$ cat config.mk
export PLATFORM = sky130hd
export DESIGN_NAME = unit_square_seq_flat
export DESIGN_NICKNAME = d
export VERILOG_FILES = /design/src/rtl/unit_square_seq_if.sv /design/src/rtl/unit_square_seq.sv /design/src/flat_wrapper.sv
export SDC_FILE = /design/constraint.sdc
export NUM_CORES = 1
export LEC_CHECK = 0
export BUFFER_PORTS_ARGS = -buffer_cell sky130_fd_sc_hd__buf_2
export CORE_ASPECT_RATIO = 2
export CORE_MARGIN = 2
export CORE_UTILIZATION = 55
export DETAILED_ROUTE_END_ITERATION = 10
export GPL_TIMING_DRIVEN = 0
export PLACE_DENSITY = 0.74
export SYNTH_ARGS = -nofsm -noshare
export SYNTH_HDL_FRONTEND = slang
export SYNTH_SLANG_ARGS = --single-unit
$ cat constraint.sdc
create_clock -name clk -period 7 [get_ports clk]
set_input_delay 1.4 -clock clk [delete_from_list [all_inputs] [get_ports clk]]
set_output_delay 1.4 -clock clk [all_outputs]
set_load 0.01 [all_outputs]
$ cat src/rtl/unit_square_seq_if.sv
// Operand/result handshake bundle for the sequential squarer.
// The producer/consumer side uses master; the squarer uses slave.
interface unit_square_seq_if;
   logic        in_valid;
   logic        in_ready;
   logic [16:0] f_in;
   logic        out_valid;
   logic        out_ready;
   logic [30:0] e_out;
   logic        sat;

   modport master (
      output in_valid, f_in, out_ready,
      input  in_ready, out_valid, e_out, sat
   );

   modport slave (
      input  in_valid, f_in, out_ready,
      output in_ready, out_valid, e_out, sat
   );
endinterface

$ cat src/rtl/unit_square_seq.sv
// Sequential UQ4.13 squarer producing UQ5.26 (e = f*f) by radix-2 shift-add,
// saturating to full scale when the exact UQ8.26 product overflows 31 bits.
module unit_square_seq (
   input  logic               clk,
   input  logic               reset,
   unit_square_seq_if.slave   bus
);
   typedef enum logic [1:0] {IDLE, MUL, FMT, DONE} state_t;

   state_t      state_reg,  state_next;
   logic [33:0] acc_reg,    acc_next;
   logic [33:0] mcand_reg,  mcand_next;
   logic [16:0] mplier_reg, mplier_next;
   logic [4:0]  cnt_reg,    cnt_next;
   logic [30:0] e_reg,      e_next;
   logic        sat_reg,    sat_next;

   // Multiplicand is pre-shifted each cycle, so the current partial product
   // is simply the multiplicand gated by the multiplier's low bit.
   logic [33:0] addend;
   genvar gi;
   generate
      for (gi = 0; gi < 34; gi++) begin : g_addend
         assign addend[gi] = mcand_reg[gi] & mplier_reg[0];
      end
   endgenerate

   always_ff @(posedge clk) begin
      if (reset) begin
         state_reg  <= IDLE;
         acc_reg    <= '0;
         mcand_reg  <= '0;
         mplier_reg <= '0;
         cnt_reg    <= '0;
         e_reg      <= '0;
         sat_reg    <= 1'b0;
      end else begin
         state_reg  <= state_next;
         acc_reg    <= acc_next;
         mcand_reg  <= mcand_next;
         mplier_reg <= mplier_next;
         cnt_reg    <= cnt_next;
         e_reg      <= e_next;
         sat_reg    <= sat_next;
      end
   end

   always_comb begin
      state_next  = state_reg;
      acc_next    = acc_reg;
      mcand_next  = mcand_reg;
      mplier_next = mplier_reg;
      cnt_next    = cnt_reg;
      e_next      = e_reg;
      sat_next    = sat_reg;
      case (state_reg)
         IDLE: begin
            if (bus.in_valid) begin
               mcand_next  = {17'b0, bus.f_in};
               mplier_next = bus.f_in;
               acc_next    = '0;
               cnt_next    = '0;
               state_next  = MUL;
            end
         end
         MUL: begin
            acc_next    = acc_reg + addend;
            mcand_next  = mcand_reg << 1;
            mplier_next = mplier_reg >> 1;
            cnt_next    = cnt_reg + 5'd1;
            if (cnt_reg == 5'd16) begin
               state_next = FMT;
            end
         end
         FMT: begin
            // Any integer bit above UQ5 means the square left the e range.
            if (|acc_reg[33:31]) begin
               e_next   = 31'h7FFF_FFFF;
               sat_next = 1'b1;
            end else begin
               e_next   = acc_reg[30:0];
               sat_next = 1'b0;
            end
            state_next = DONE;
         end
         DONE: begin
            if (bus.out_ready) begin
               state_next = IDLE;
            end
         end
         default: state_next = IDLE;
      endcase
   end

   assign bus.in_ready  = (state_reg == IDLE) && !reset;
   assign bus.out_valid = (state_reg == DONE);
   assign bus.e_out     = e_reg;
   assign bus.sat       = sat_reg;
endmodule

$ cat src/flat_wrapper.sv
// flat-port wrapper written by rule: the top's interface ports become plain ports
module unit_square_seq_flat 
  (clk, reset, bus_in_valid, bus_f_in, bus_out_ready, bus_in_ready, bus_out_valid, bus_e_out, bus_sat);
  unit_square_seq_if bus_i ();
  input  logic clk;
  input  logic reset;
  input wire logic [$bits(bus_i.in_valid)-1:0] bus_in_valid;
  input wire logic [$bits(bus_i.f_in)-1:0] bus_f_in;
  input wire logic [$bits(bus_i.out_ready)-1:0] bus_out_ready;
  output wire logic [$bits(bus_i.in_ready)-1:0] bus_in_ready;
  output wire logic [$bits(bus_i.out_valid)-1:0] bus_out_valid;
  output wire logic [$bits(bus_i.e_out)-1:0] bus_e_out;
  output wire logic [$bits(bus_i.sat)-1:0] bus_sat;
  assign bus_i.in_valid = bus_in_valid;
  assign bus_i.f_in = bus_f_in;
  assign bus_i.out_ready = bus_out_ready;
  assign bus_in_ready = bus_i.in_ready;
  assign bus_out_valid = bus_i.out_valid;
  assign bus_e_out = bus_i.e_out;
  assign bus_sat = bus_i.sat;
  unit_square_seq u_core (.clk(clk), .reset(reset), .bus(bus_i));
endmodule
==> run metrics <==
status=completed; Net Count, Synth=852; final instance area=0.00765 mm²; RSZ-0062 raised after global routing=no; Seq/Total Area, Yosys=0.376; top-count cell post-synth=nor2_1; period utilization=0.553; Synth Cell Area=approximately 0.0066 mm²; synth top area cells=dfxtp_1 38%, nor2_1 8.4%, ha_1 7.4%; critical path arrival=2.47 ns; Clock Tree Root=clkbuf_16; Placer Congestion=0.919; Pleak=approximately 3.4 nW; pre-CTS setup slack=around 3.1 ns; PD cells=approximately 370 mW/mm²; Final Util=0.654; total core area=0.0117 mm²; slew margin rel.=0.390; Port Buf Inserts=53; internal power=~1.7 mW; crit path cell chain=clkbuf_1 -> clkbuf_1 -> nor2b_1 -> buf_2; first-pass GRT wire length=about 30000 µm; Vias=slightly above 6000; worst-margin pin slew=0.889 ns; Ys Warns=0; Reg power frac=0.341; critical path's top delay family=buffers and inverters; switching share of power=0.388; met1 Usage GRT=0.282; clk slew on worst S/H paths=around 0.060 ns; gr busiest metal=met2; hold_buf cts=0; row cnt=56; total CTS buffers=17; Critical Path End Type=output pin; WL per Instance=18.0 µm; Chip Width=between 80 and 90 µm; Setup Crit Path Kind=input port to output pin; vias in the first global route=6184; Final Hold Viols=0; final worst slack=between 3 and 4 ns; clock buffer depth=2; met3 Use GR=0.0426; Clk Latency, worst-skew pair=0.42 ns; Post-synth top cells=148 x nor2_1, 124 x dfxtp_1, 53 x nor3_1; Synth cell types=66; Die Area=~0.013 mm²; DRT Wirelength=roughly 18000 µm; Synth Register Bits=roughly 120; Final TNS setup=0 ns; Total GRT Usage=0.295; Post-synth ARST share=0; final setup violation count=0; share of total power in combinational logic=0.338; Most Frequent Cell on Critical Path=clkbuf_1; Fillers=~1000; CP max-delay cell=clkbuf_1; clock share of power=0.321; fmax=around 260 MHz; Worst Setup Start Kind=input port; TritonCTS clock tree=done; initial antenna violation count=0; Syn Inst Count=791; grt ovf=0; Post-synth EDFFs=0; CP peak stage delay=0.48 ns; CP bufs+invs=3; number of setup buffers added after CTS=0; HPWL after detailed placement=14200 µm; nets@finish=between 900 and 1000; Peak supply drop=~270 µV; syn_area_per_cell=about 8.3 µm²; DRT Pass-1 Iters=7; I/O pins=55; Net Sw Power=roughly 1.1 mW; share of cells above drive strength 1=0.135; CTS Sinks=~120; # DRC=0; Die Ht=159 µm; Starting DRT DRC Count=just over 400; clk_skew=0.0101 ns; Resized cells post-CTS=0; Tightest Hold Check Type=flip-flop to flip-flop; Inserted Diodes=0; Crit path required time=5.60 ns; Final Critical Period=approximately 3.9 ns; # Max-Cap Violations=0; Synth top area share=0.376; Slew Viols, Final=0; worst-path maximum fanout=10; Post-DP Area=0.00705 mm²; Starting Density=0.564; H-tree Lvls=4; Synth area leader=dfxtp_1; M2 GR Usage=0.548; area delta synth->final=15.9%; ys flop type=dfxtp_1; vias per cell=about 6; antenna-violating nets left=0; largest net degree at the start of global routing=17
[worst register-to-register path, stage by stage (launching register included)]
cell	delay, ns
dfxtp_1	0.44
clkbuf_1	0.35
and2_1	0.20
ha_1	0.20
inv_1	0.07
fa_1	0.41
nor2b_1	0.14
o21ai_1	0.09
a21oi_1	0.20
o21ba_1	0.19
a41oi_1	0.23
a31oi_1	0.42
a31oi_1	0.18
mux2_1	0.34
nand3_1	0.06
[path summary, 6_finish.rpt]
path,cells past startpoint,slack (ns),to,start
max,4,3.13,bus_in_ready,reset
min,2,0.47,u_core.bus.e_out[23],u_core.bus.e_out[23]
max reg2reg,14,3.42,u_core.acc_reg[32],u_core.mplier_reg[0]
min reg2reg,2,0.47,u_core.bus.e_out[23],u_core.bus.e_out[23]
[cell usage in the layout (no fill, tap or decap), types with 3 or more instances in the layout]
master      netlist  final
a211oi_1         20     20
a21o_1           21     21
a21oi_1          34     34
a222oi_1         14     14
a22o_1           19     19
a22oi_1          30     30
a31oi_1           5      5
and2_1           34     34
and3_1            7      7
buf_1             3      3
buf_2             7     60
clkbuf_1         44     44
clkbuf_16         0     17
clkinv_4          0      4
clkinvlp_4        0      3
dfxtp_1         124    124
ha_1             39     39
inv_1            17     17
nand2_1          32     32
nand2b_1          4      4
nand3_1          15     15
nand4_1           5      5
nor2_1          148    148
nor2b_1          15     15
nor3_1           53     53
o211ai_1          4      4
o21ai_0          10     10
o21ai_1           5      5
o21ai_2           5      5
xnor2_1          16     16
xor2_1           17     17
[area by class of cell]
| cell class | count | area, µm² | area share |
|---|---|---|---|
| Buffer | 55 | 223 | 0.0291 |
| Clock buffer | 18 | 439 | 0.0574 |
| Clock inverter | 14 | 163 | 0.0213 |
| Inverter | 17 | 63.8 | 0.00834 |
| Multi-Input combinational cell | 595 | 3830 | 0.501 |
| Sequential cell | 124 | 2480 | 0.325 |
| Tap cell | 145 | 181 | 0.0237 |
| Timing Repair Buffer | 53 | 265 | 0.0347 |
[through the flow]
stage / hold slack [ns] / instances / power (mW)
finish: 0.472 / 1021 / 2.80
global route: 0.486 / 1021 / 2.96
CTS: 0.474 / 1021 / 2.81
detailed placement: 0.462 / 989 / 1.90
global placement: 0.459 / 989 / 1.87
floorplan: 0.440 / 791 / 1.59
[per-layer routing]
| layer | vias to the layer above | wire [µm] |
|---|---|---|
| met2 | 151 | 10200 |
| li1 | 2977 | - |
| met3 | 72 | 522 |
| met4 | 0 | 1160 |
| met1 | 2930 | 6530 |
| met5 | - | 0 |
[logic make-up (layout without fill, tap and decap cells)]
| logic type | Yosys count | in the layout | share of synthesized area |
|---|---|---|---|
| buffers and inverters | 72 | 157 | 0.0434 |
| adders and majority gates | 40 | 40 | 0.0770 |
| AOI/OAI and AO/OA | 194 | 194 | 0.224 |
| DFF | 124 | 124 | 0.376 |
| xor gates and xnor gates | 33 | 33 | 0.0438 |
| muxes | 4 | 4 | 0.00645 |
| and+or+nand+nor | 324 | 324 | 0.229 |
[power groups by stage]
stage | sequential, mW | combinational (mW) | clock, mW
after floorplan | 0.982 | 0.604 | 0
after global placement | 0.960 | 0.905 | 0
after detailed placement | 0.967 | 0.935 | 0
after CTS | 0.953 | 0.945 | 0.909
after global routing | 0.974 | 1.05 | 0.937
final | 0.955 | 0.945 | 0.897
Power figures use the tool's default switching activity.
